[src/rtl/vga_timing_gen.sv]
// rtl/vga_timing_gen.sv - pixel tick, h/v counters, hsync/vsync and blanked colour for 640x480@60
// Optional VGA_SYNC_ALIGN_EN: hsync/vsync/video_on delayed one pixel to line up with rgb_out.
module vga_timing_gen #(
   parameter int       CLK_DIV  = 4,
   parameter int       H_ACTIVE = 640,
   parameter int       H_FP     = 16,
   parameter int       H_SYNC   = 96,
   parameter int       H_BP     = 48,
   parameter int       V_ACTIVE = 480,
   parameter int       V_FP     = 10,
   parameter int       V_SYNC   = 2,
   parameter int       V_BP     = 33,
   parameter logic     SYNC_POL = 1'b0
) (
   input  logic        clk,
   input  logic        rst,
   input  logic [7:0]  rgb_in,
   output logic [10:0] xCoord,
   output logic [10:0] yCoord,
   output logic        hsync,
   output logic        vsync,
   output logic        video_on,
   output logic        pix_tick,
   output logic        frame_start,
   output logic [7:0]  rgb_out
);

   localparam int H_TOTAL = H_ACTIVE + H_FP + H_SYNC + H_BP;
   localparam int V_TOTAL = V_ACTIVE + V_FP + V_SYNC + V_BP;
   localparam int DIV_W   = $clog2(CLK_DIV);

   localparam logic [DIV_W-1:0] DIV_LAST = DIV_W'(CLK_DIV - 1);
   localparam logic [10:0] X_LAST   = 11'(H_TOTAL - 1);
   localparam logic [10:0] Y_LAST   = 11'(V_TOTAL - 1);
   localparam logic [10:0] X_ACT    = 11'(H_ACTIVE);
   localparam logic [10:0] Y_ACT    = 11'(V_ACTIVE);
   localparam logic [10:0] HS_FIRST = 11'(H_ACTIVE + H_FP);
   localparam logic [10:0] HS_LAST  = 11'(H_ACTIVE + H_FP + H_SYNC - 1);
   localparam logic [10:0] VS_FIRST = 11'(V_ACTIVE + V_FP);
   localparam logic [10:0] VS_LAST  = 11'(V_ACTIVE + V_FP + V_SYNC - 1);

   logic [DIV_W-1:0] r_div_cnt;
   logic [10:0]      r_x;
   logic [10:0]      r_y;
   logic [10:0]      w_x_nxt;
   logic [10:0]      w_y_nxt;
   logic             r_hsync;
   logic             r_vsync;
   logic [7:0]       r_rgb;
   logic             w_pix_tick;
   logic             w_x_wrap;
   logic             w_video_on;

   assign w_pix_tick = (r_div_cnt == DIV_LAST);
   assign w_x_wrap   = (r_x == X_LAST);
   assign w_video_on = (r_x < X_ACT) && (r_y < Y_ACT);

   always_comb begin
      w_x_nxt = r_x + 11'd1;
      w_y_nxt = r_y;
      if (w_x_wrap) begin
         w_x_nxt = '0;
         w_y_nxt = (r_y == Y_LAST) ? 11'd0 : r_y + 11'd1;
      end
   end

   // Syncs decode the next counter values so they stay aligned with xCoord/yCoord.
   always_ff @(posedge clk) begin
      if (rst) begin
         r_div_cnt <= '0;
         r_x       <= '0;
         r_y       <= '0;
         r_hsync   <= ~SYNC_POL;
         r_vsync   <= ~SYNC_POL;
         r_rgb     <= '0;
      end else begin
         r_div_cnt <= w_pix_tick ? '0 : r_div_cnt + DIV_W'(1);
         if (w_pix_tick) begin
            r_x     <= w_x_nxt;
            r_y     <= w_y_nxt;
            r_hsync <= (w_x_nxt >= HS_FIRST && w_x_nxt <= HS_LAST) ? SYNC_POL : ~SYNC_POL;
            r_vsync <= (w_y_nxt >= VS_FIRST && w_y_nxt <= VS_LAST) ? SYNC_POL : ~SYNC_POL;
            r_rgb   <= w_video_on ? rgb_in : 8'h00;
         end
      end
   end

`ifdef VGA_SYNC_ALIGN_EN
   logic r_hsync_d;
   logic r_vsync_d;
   logic r_video_on_d;

   always_ff @(posedge clk) begin
      if (rst) begin
         r_hsync_d    <= ~SYNC_POL;
         r_vsync_d    <= ~SYNC_POL;
         r_video_on_d <= 1'b0;
      end else if (w_pix_tick) begin
         r_hsync_d    <= r_hsync;
         r_vsync_d    <= r_vsync;
         r_video_on_d <= w_video_on;
      end
   end

   assign hsync    = r_hsync_d;
   assign vsync    = r_vsync_d;
   assign video_on = r_video_on_d;
`else
   assign hsync    = r_hsync;
   assign vsync    = r_vsync;
   assign video_on = w_video_on;
`endif

   assign xCoord      = r_x;
   assign yCoord      = r_y;
   assign pix_tick    = w_pix_tick;
   assign frame_start = w_pix_tick && w_x_wrap && (r_y == Y_LAST);
   assign rgb_out     = r_rgb;

endmodule

[config.mk]
export PLATFORM = sky130hd
export DESIGN_NAME = vga_timing_gen
export DESIGN_NICKNAME = d
export VERILOG_FILES = /design/src/rtl/vga_timing_gen.sv
export SDC_FILE = /design/constraint.sdc
export NUM_CORES = 1
export LEC_CHECK = 0
export ABC_AREA = 0
export CAP_MARGIN = 20
export CORE_UTILIZATION = 54
export DETAILED_ROUTE_END_ITERATION = 12
export PLACE_DENSITY_LB_ADDON = 0.3
export SYNTH_ARGS = -nofsm -noshare
export SYNTH_HDL_FRONTEND = slang
export SYNTH_SLANG_ARGS = --single-unit
export TNS_END_PERCENT = 1
[constraint.sdc]
create_clock -name clk -period 6.7 [get_ports clk]
set_clock_uncertainty 0.05 [all_clocks]
set_input_delay 1.34 -clock clk [delete_from_list [all_inputs] [get_ports clk]]
set_output_delay 1.34 -clock clk [all_outputs]
set_load 0.005 [all_outputs]
==> reports/results.ini <==
[outcome]
status=completed

[detailed_routing]
drc=0
routed_wl_um=4630
antenna_left=0
via_count=1920
via_per_inst=6.04
wire_per_inst_um=14.6
dr.pass1.iters=5
drtIter0Drc=150

[synth]
syn-cell-area_mm2=0.00198
ys.flop_type=dfxtp_1
syn_nets=251
syn_avg_cell_area_um2=8.39
synth-edff-count=0
ys_seq_area_share_pct=34.4
synth_cell_type_count=50
ys_seq_elements=34
netlist_instances=236
async_flop_share_pct=0
yosys_warnings=0

[place]
hpwl_um=3120
gp_congestion=0.931
place_area_mm2=0.00236
io_buffers=44

[timing]
slew_viol_final=0
setup_viol=0
max_freq_mhz=255
max-slew-margin-rel_pct=45.1
worst_pin_slew_ns=0.820
rsz0062_at_grt=no
timing.hold.ws_ns=0.384
min_period_over_period_pct=58.5
finalSetupTns_ns=0
hold_viol_final=0
min_period_ns=3.92

[die]
ios=45
die_height_um=62.5
start_util_pct=57.9
die_area_mm2=0.00391
row_count=21
core_area_mm2=0.00342
die_w_um=62.5

[layout]
drive_above_1_share_pct=6.25
stdcell_area_mm2=0.00242
n_antenna_cell=0
area_delta_synth_final_pct=22.3
fillerInstances=282
fin_nets=286

[cts]
numCtsBuffers=5
cts-root-buf=clkbuf_4
clk_pin_slew_ns=0.11
clock_sinks=34
insertion_delay_ns=0.33
htreeDepth=2
cts_resized=0
cts_setup_buffers=0
cts_hold_buffers=0
clock_path_buffers=2
cts_tree=done

[setup_path]
critPathCaptureType=output port
crit_fanout=11
cp-start-kind=flop
critPathArrivalTime_ns=2.53
crit_type=flop to output port
required_ns=5.31
critPathMaxStageDelay_ns=0.53
path_cells=ha_1, and4_4, nand4_1, nor3_1, and3_1, clkdlybuf4s50_1
cp_slowest_cell=dfxtp_1

[power]
vdd_drop_max_mv=0.128
p_switching_uw=87.6
pwr-share-seq_pct=58.3
power_frac_clock_pct=33.6
combPwrFrac_pct=8.1
switching_share_pct=24.3
p_leak_uw=0.000825
p_int_uw=273
power.density_mw_per_mm2=149

[flow_run]
max_cap_violations=0

[grt]
grt_max_degree=24
overflow=0
grt_pass1_wl_um=7770
antenna_found_initial=0
grt_pass1_vias=1662
grt_usage_pct=24.6

[min_path]
hold_class=flop to flop

==> power by group through the flow <==
stage / combinational, uW / clock (uW) / sequential (uW)
3_5_place_dp: 29.4 / 0 / 215
3_3_place_gp: 28.8 / 0 / 215
2_1_floorplan: 16.0 / 0 / 214
6_report: 29.1 / 121 / 210
4_1_cts: 29.4 / 124 / 210
5_1_grt: 32.6 / 136 / 211
==> through the flow <==
step	utilization [%]	total power, uW	worst slack (ns)	std cells
CTS	70.9	363	2.80	318
finish	70.9	361	2.78	318
global placement	69.1	243	3.24	310
floorplan	-	230	3.85	236
detailed placement	69.1	244	3.19	310
global route	70.9	380	2.57	318
==> sequential cells by signal, summed over array words and instances (netlist names) <==
name / count
hsync: 1
rgb_out: 8
yCoord: 11
vsync: 1
r_div_cnt: 2
xCoord: 11
==> kinds of logic (layout without fill, tap and decap cells) <==
kind of cell,Yosys count,count (layout),share of synthesized area [%]
multiplexers,3,3,1.52
AO/OA/AOI/OAI,54,54,18.6
adder cells (fa/ha/maj),6,6,3.67
flip-flops,34,34,34.4
AND/OR/NAND/NOR,107,107,30.7
buffers and inverters,23,59,7.21
XOR/XNOR,9,9,3.98
==> metal layers <==
| metal | GRT usage (%) | part of all wire [%] | vias to the layer above | wire [um] |
|---|---|---|---|---|
| li1 | - | - | 939 | - |
| met1 | 33.6 | 46 | 895 | 2140 |
| met2 | 37.9 | 46 | 78 | 2140 |
| met3 | 5.11 | 6.0 | 8 | 279 |
| met4 | 9.59 | 1.3 | 0 | 62 |
| met5 | 0 | 0 | - | 0 |
==> final timing paths <==
check	from	to	slack, ns	cells past startpoint
min reg2reg	r_div_cnt[0]$_SDFF_PP0_	r_div_cnt[0]$_SDFF_PP0_	0.38	1
max	xCoord[0]$_SDFFE_PP0P_	frame_start	2.78	6
max reg2reg	xCoord[0]$_SDFFE_PP0P_	yCoord[10]$_SDFFE_PP0P_	4.21	6
min	r_div_cnt[0]$_SDFF_PP0_	r_div_cnt[0]$_SDFF_PP0_	0.38	1
==> cell type report <==
class | instances | area, um2 | share of cell area [%]
sequential | 34 | 681 | 28.1
inverter | 7 | 26.3 | 1.09
clock buffer | 7 | 55.1 | 2.27
multi-input combinational | 179 | 1160 | 47.8
clock inverter | 1 | 5.00 | 0.207
timing repair buffer | 44 | 440 | 18.2
tap | 46 | 57.6 | 2.38
==> Yosys cell counts, drive strengths merged (3+ instances only) <==
| library cell | number | area, um2 |
|---|---|---|
| or3 | 4 | 25.0 |
| and3 | 5 | 33.8 |
| nand4 | 11 | 68.8 |
| nor2 | 24 | 106 |
| ha | 5 | 62.6 |
| a21o | 3 | 22.5 |
| o21ai | 10 | 50.1 |
| nor3 | 14 | 70.1 |
| and2 | 4 | 25.0 |
| buf | 5 | 46.3 |
| nor4 | 4 | 25.0 |
| dfxtp | 34 | 681 |
| inv | 7 | 26.3 |
| a22o | 11 | 96.3 |
| nand3 | 14 | 82.6 |
| nand2 | 15 | 56.3 |
| mux2i | 3 | 30.0 |
| xor2 | 6 | 52.6 |
| xnor2 | 3 | 26.3 |
| a21oi | 15 | 75.1 |
| clkbuf | 10 | 37.5 |
==> worst max-delay path: cells and delay by family, from the launching register on <==
family / cells / cell delay (ns)
fa+ha+maj: 1 / 0.41
buf+inv: 1 / 0.49
simple gates: 4 / 0.76
flops: 1 / 0.53
==> layout by cell type (no fill, tap or decap), types with 5 or more instances in the layout <==
master	n
xor2_1	6
o21ai_0	10
ha_1	5
nand2_1	15
clkbuf_4	5
a22o_1	11
nor3_1	14
clkdlybuf4s50_1	44
nand3_1	13
inv_1	7
dfxtp_1	34
a21oi_1	15
nand4_1	11
nor2_1	23
Note: power is estimated with default switching activity, not from simulation.
==> edit 1, RTL diff (config.mk and constraints unchanged) <==
Change the parameter `CLK_DIV` from 4 to 16.
--- a/src/rtl/vga_timing_gen.sv
+++ b/src/rtl/vga_timing_gen.sv
@@ -1,7 +1,7 @@
 // rtl/vga_timing_gen.sv - pixel tick, h/v counters, hsync/vsync and blanked colour for 640x480@60
 // Optional VGA_SYNC_ALIGN_EN: hsync/vsync/video_on delayed one pixel to line up with rgb_out.
 module vga_timing_gen #(
-   parameter int       CLK_DIV  = 4,
+   parameter int       CLK_DIV  = 16,
    parameter int       H_ACTIVE = 640,
    parameter int       H_FP     = 16,
    parameter int       H_SYNC   = 96,
Formal check against the unedited RTL: not equivalent (Yosys sat finds a counterexample within 4 cycles, from zero or initial values and one cycle with rst high).
==> edit 1 against the original RTL <==
- core utilization rose by 1.9 points
- wire length rose by 5.3%
- sequential share of layout area rose by 0.67 points
- critical endpoint unchanged
- global-route usage rose by 2.1 points
- critical path type unchanged
- cell area rose by 3.4%
- sequential cell count rose by 2
- setup slack got worse by 0.10 ns
- synthesized area rose by 0.82%
Power is not compared: it rests on default switching activity, and its combinational part moved more than twofold at a synthesized area within 25%.
==> edit 1: results (changes against the original RTL) <==
largest net degree at the start of global routing -> 29 (+21%)
Avg WL per Cell -> 14.9 um (+2.7%)
layout cells sized above 1 -> 0.0536 (-0.00893)
initial antenna violation count -> 0 (unchanged)
clock transition at the registers of the reported paths -> 0.08 ns (-0.03 ns)
First DRT Iteration DRCs -> 257 (+71%)
Hold Path Class -> flip-flop to flip-flop
Final #Nets -> 294 (+2.8%)
CTS Buf Count -> 5 (unchanged)
Commonest cells post-synth -> dfxtp_1 (36), nand2_1 (22), nor2_1 (20), a21oi_1 (16), nand3_1 (16)
maximum VDD drop -> 0.128 mV
internal power -> 0.294 mW
Port Buffers -> 44 (unchanged)
Clock Tree Buf Depth -> 2 (unchanged)
hpwl dp -> 3390 um (+8.5%)
Max transition margin -> 0.317 (-0.134)
H-tree levels -> 2 (unchanged)
clk_lat worst skew -> 0.30 ns (-0.03 ns)
drt pass-1 iters -> 4 (-1)
# Post-CTS Setup Buffers -> 0 (unchanged)
Crit path arrival time -> 2.63 ns (+0.10 ns)
# resized after CTS -> 0 (unchanged)
register area share after synthesis -> 0.361 (+0.0173)
CP max-delay cell -> clkdlybuf4s50_1
critical path's largest stage delay -> 0.57 ns (+0.04 ns)
Clock Tree Root -> clkbuf_8
Post-synth ARST share -> 0 (unchanged)
first-pass GRT wire length -> 8250 um (+6.2%)
Yosys cell types -> 49 (-2.0%)
# diodes -> 0 (unchanged)
Synth top area share -> 0.361 (+0.0173)
GRT Util Overall -> 0.267 (+0.0206)
pre-CTS WS -> 3.00 ns (-0.182 ns)
yosys warns -> 0 (unchanged)
status -> complete, no violations
Worst Path Max Fanout -> 7 (-4)
vias in the first global route -> 1752 (+5.4%)
DR vias/cell -> 6.05 (+0.24%)
Post-Syn Nets -> 261 (+4.0%)
Final GP Congestion -> 0.911 (-2.1%)
Synth area leaders -> dfxtp_1 (36%), nand2_1 (4.1%), a21oi_1 (4.0%), nand3_1 (4.0%), nor2_1 (3.8%)
LEAKAGE -> 0.788 nW
[edit 1: changes by cell type after synthesis, moves of 4 or more]
cell,before,now
xnor2_1,3,8
clkbuf_1,10,14
inv_1,7,3
nand2_1,15,22
or4_1,1,5
[edit 1: worst paths after layout]
| path | start | end | slack, ns | cells after the start |
|---|---|---|---|---|
| setup / recovery | yCoord[1] | frame_start | 2.68 | 6 |
| setup reg to reg | r_div_cnt[0] | yCoord[4] | 3.61 | 6 |
| hold / removal | r_div_cnt[0] | r_div_cnt[0] | 0.42 | 1 |
| hold reg to reg | r_div_cnt[0] | r_div_cnt[0] | 0.42 | 1 |
[edit 1: per-layer routing]
layer  up-vias  wire length [um]  global-route usage
met2        59              2360               0.435
met1       931              2180               0.336
met3         7               259              0.0584
li1        976                 -                   -
met4         0                67               0.119
met5         -                 0                   0
[edit 1: cell families after synthesis]
family / Yosys count / share of synthesized area
AND/OR/NAND/NOR: 112 / 0.303
AO/OA/AOI/OAI: 55 / 0.186
flip-flops: 36 / 0.361
buffers and inverters: 22 / 0.0464
XOR/XNOR: 14 / 0.0614
adder cells (fa/ha/maj): 6 / 0.0364
multiplexers: 1 / 0.00564
[edit 1: cell type report]
type                       count  area, um2
multi-input combinational    188       1180
fill                         275        938
sequential                    36        721
timing repair buffer          44        440
clock buffer                   5       68.8
tap                           46       57.6
clock inverter                 3       18.8
inverter                       4       15.0
[edit 1: critical path: cells and delay by family, from the launching register on]
kind | cells | cell delay [ns]
fa+ha+maj | 1 | 0.15
simple gates | 3 | 1.16
flops | 1 | 0.36
buf+inv | 2 | 0.67
[edit 1: metrics by stage]
stage | std cells | power, mW | instance area, um2 | utilization | hold slack, ns
global placement | 318 | 0.232 | 2420 | 0.702 | 0.380
CTS | 326 | 0.387 | 2500 | 0.727 | 0.412
finish | 326 | 0.383 | 2500 | 0.727 | 0.416
detailed placement | 318 | 0.233 | 2420 | 0.702 | 0.393
global route | 326 | 0.397 | 2500 | 0.727 | 0.439
floorplan | 246 | 0.226 | 2000 | - | 0.368
[edit 1: power groups by stage]
stage	Combinational, mW	Clock, mW	Sequential, mW
2_1_floorplan	0.00502	0	0.221
3_3_place_gp	0.0112	0	0.221
3_5_place_dp	0.0115	0	0.221
4_1_cts	0.0115	0.159	0.216
5_1_grt	0.0126	0.168	0.217
6_report	0.0115	0.155	0.217
==> edit 2, RTL diff (same flow settings) <==
Made on the original files. Register the output `rgb_out` once more; this adds one clock of latency there. The other outputs are not delayed to match.
--- a/src/rtl/vga_timing_gen.sv
+++ b/src/rtl/vga_timing_gen.sv
@@ -115,7 +115,9 @@
    assign yCoord      = r_y;
    assign pix_tick    = w_pix_tick;
    assign frame_start = w_pix_tick && w_x_wrap && (r_y == Y_LAST);
-   assign rgb_out     = r_rgb;
+   always_ff @(posedge clk) begin
+      rgb_out <= r_rgb;
+   end
 
 endmodule
 
Behaviour: not the same (Yosys sat finds a counterexample within 10 cycles, from zero or initial values and one cycle with rst high).
==> edit 2 against the original RTL <==
- via count increased by 1.0%
- sequential cell count increased by 8
- register-to-register slack got worse by 0.04 ns
- wire length increased by 2.6%
- sequential share of layout area increased by 4.0 points
- global-route usage decreased by 0.27 points
- setup slack improved by 0.052 ns
- total power increased by 25%
- cell area increased by 8.1%
- synthesized area increased by 8.1%
- highest routed layer unchanged
==> edit 2: results (changes against the original RTL) <==
post-synthesis xor/xnor area fraction -> 0.0368 (-0.00298)
Final #Nets -> 294 (+2.8%)
Synth Area in Compound Gates -> 0.172 (-0.0139)
Max transition margin -> 0.431 (-0.0204)
clock transition at the registers of the reported paths -> 0.08 ns (-0.03 ns)
first-pass GRT wire length -> 7960 um (+2.5%)
# fillers -> 328 (+16%)
drt pass-1 iters -> 4 (-1)
First DRT Iteration DRCs -> 96 (-36%)
LEAKAGE -> 0.895 nW (+8.5%)
Avg WL per Cell -> 14.5 um (-0.53%)
hold depth -> 0 (-1)
Synth area leaders -> dfxtp_1 (39%), a22o_1 (4.5%), nor2_1 (4.0%), a21oi_1 (3.5%), nor3_1 (3.3%)
clk_lat worst skew -> 0.29 ns (-0.04 ns)
vias in the first global route -> 1721 (+3.5%)
Crit path arrival time -> 2.48 ns (-0.05 ns)
# resized after CTS -> 0 (unchanged)
CP top delay family -> simple AND/OR/NAND/NOR gates
hold endpoint -> rgb_out[5]
mux share of post-synthesis cell area -> 0.0140 (-0.00114)
Adder-Cell Fraction of Synth Area -> 0.0339 (-0.00274)
Post-Syn Nets -> 259 (+3.2%)
critical path's largest stage delay -> 0.51 ns (-0.02 ns)
register area share after synthesis -> 0.393 (+0.0491)
Hold Crit Start -> r_rgb[5]
DP Area -> 2520 um2 (+6.9%)
Clock Tree Root -> clkbuf_8
maximum VDD drop -> 0.117 mV (-8.0%)
Commonest cells post-synth -> dfxtp_1 (42), nor2_1 (23), a21oi_1 (15), nand2_1 (15), nor3_1 (14)
reg2reg start -> xCoord[0]
GRT Util Overall -> 0.244 (-0.00275)
status -> complete, no violations
DR vias/cell -> 5.91 (-2.0%)
Port Buffers -> 44 (unchanged)
layout cells sized above 1 -> 0.0643 (+0.00179)
hpwl dp -> 3300 um (+5.6%)
## edit 2: cell types whose count changed in the layout (fill, tap and decap cells not counted)
cell,delta
clkbuf_1,-1
clkbuf_4,-5
clkbuf_8,+4
clkinv_2,-1
clkinvlp_4,+2
dfxtp_1,+8
inv_6,+1
## edit 2: worst max-delay path by stage
stage,to,from
after floorplan,frame_start,xCoord[1]
after detailed placement,frame_start,xCoord[1]
after CTS,frame_start,xCoord[1]
after global routing,frame_start,xCoord[0]
after global placement,frame_start,xCoord[0]
final,frame_start,xCoord[0]
## edit 2: per-layer routing
metal,wire (um),GRT usage,up-vias
met3,222,0.0387,6
met2,2320,0.418,60
met1,2160,0.305,909
li1,-,-,965
met5,0,0,-
met4,44,0.0889,0
## edit 2: stage by stage
stage | hold WS (ns) | util | instances | setup WS, ns
after CTS | 0.305 | 0.699 | 328 | 2.84
after floorplan | 0.281 | - | 244 | 3.85
after global placement | 0.292 | 0.674 | 320 | 3.23
after global routing | 0.316 | 0.699 | 328 | 2.67
final | 0.302 | 0.699 | 328 | 2.83
after detailed placement | 0.288 | 0.674 | 320 | 3.17
## edit 2: layout make-up
cell class	count	share of cell area
multi-input cells	179	0.442
flip-flops and latches	42	0.321
repair buffers	44	0.168
clock buffers	5	0.0263
well taps	48	0.0230
inverters	7	0.0100
clock inverters	3	0.00909
## edit 2: logic make-up after synthesis
group                      after synthesis
and+or+nand+nor                        107
AOI/OAI and AO/OA                       54
DFF                                     42
buffers and inverters                   23
xor gates and xnor gates                 9
adders and majority gates                6
muxes                                    3
## edit 2: power by group
part / switching (mW) / internal [mW] / total [mW]
sequential: 0.00405 / 0.256 / 0.260
clock: 0.0884 / 0.0744 / 0.163
combinational: 0.0137 / 0.0157 / 0.0294
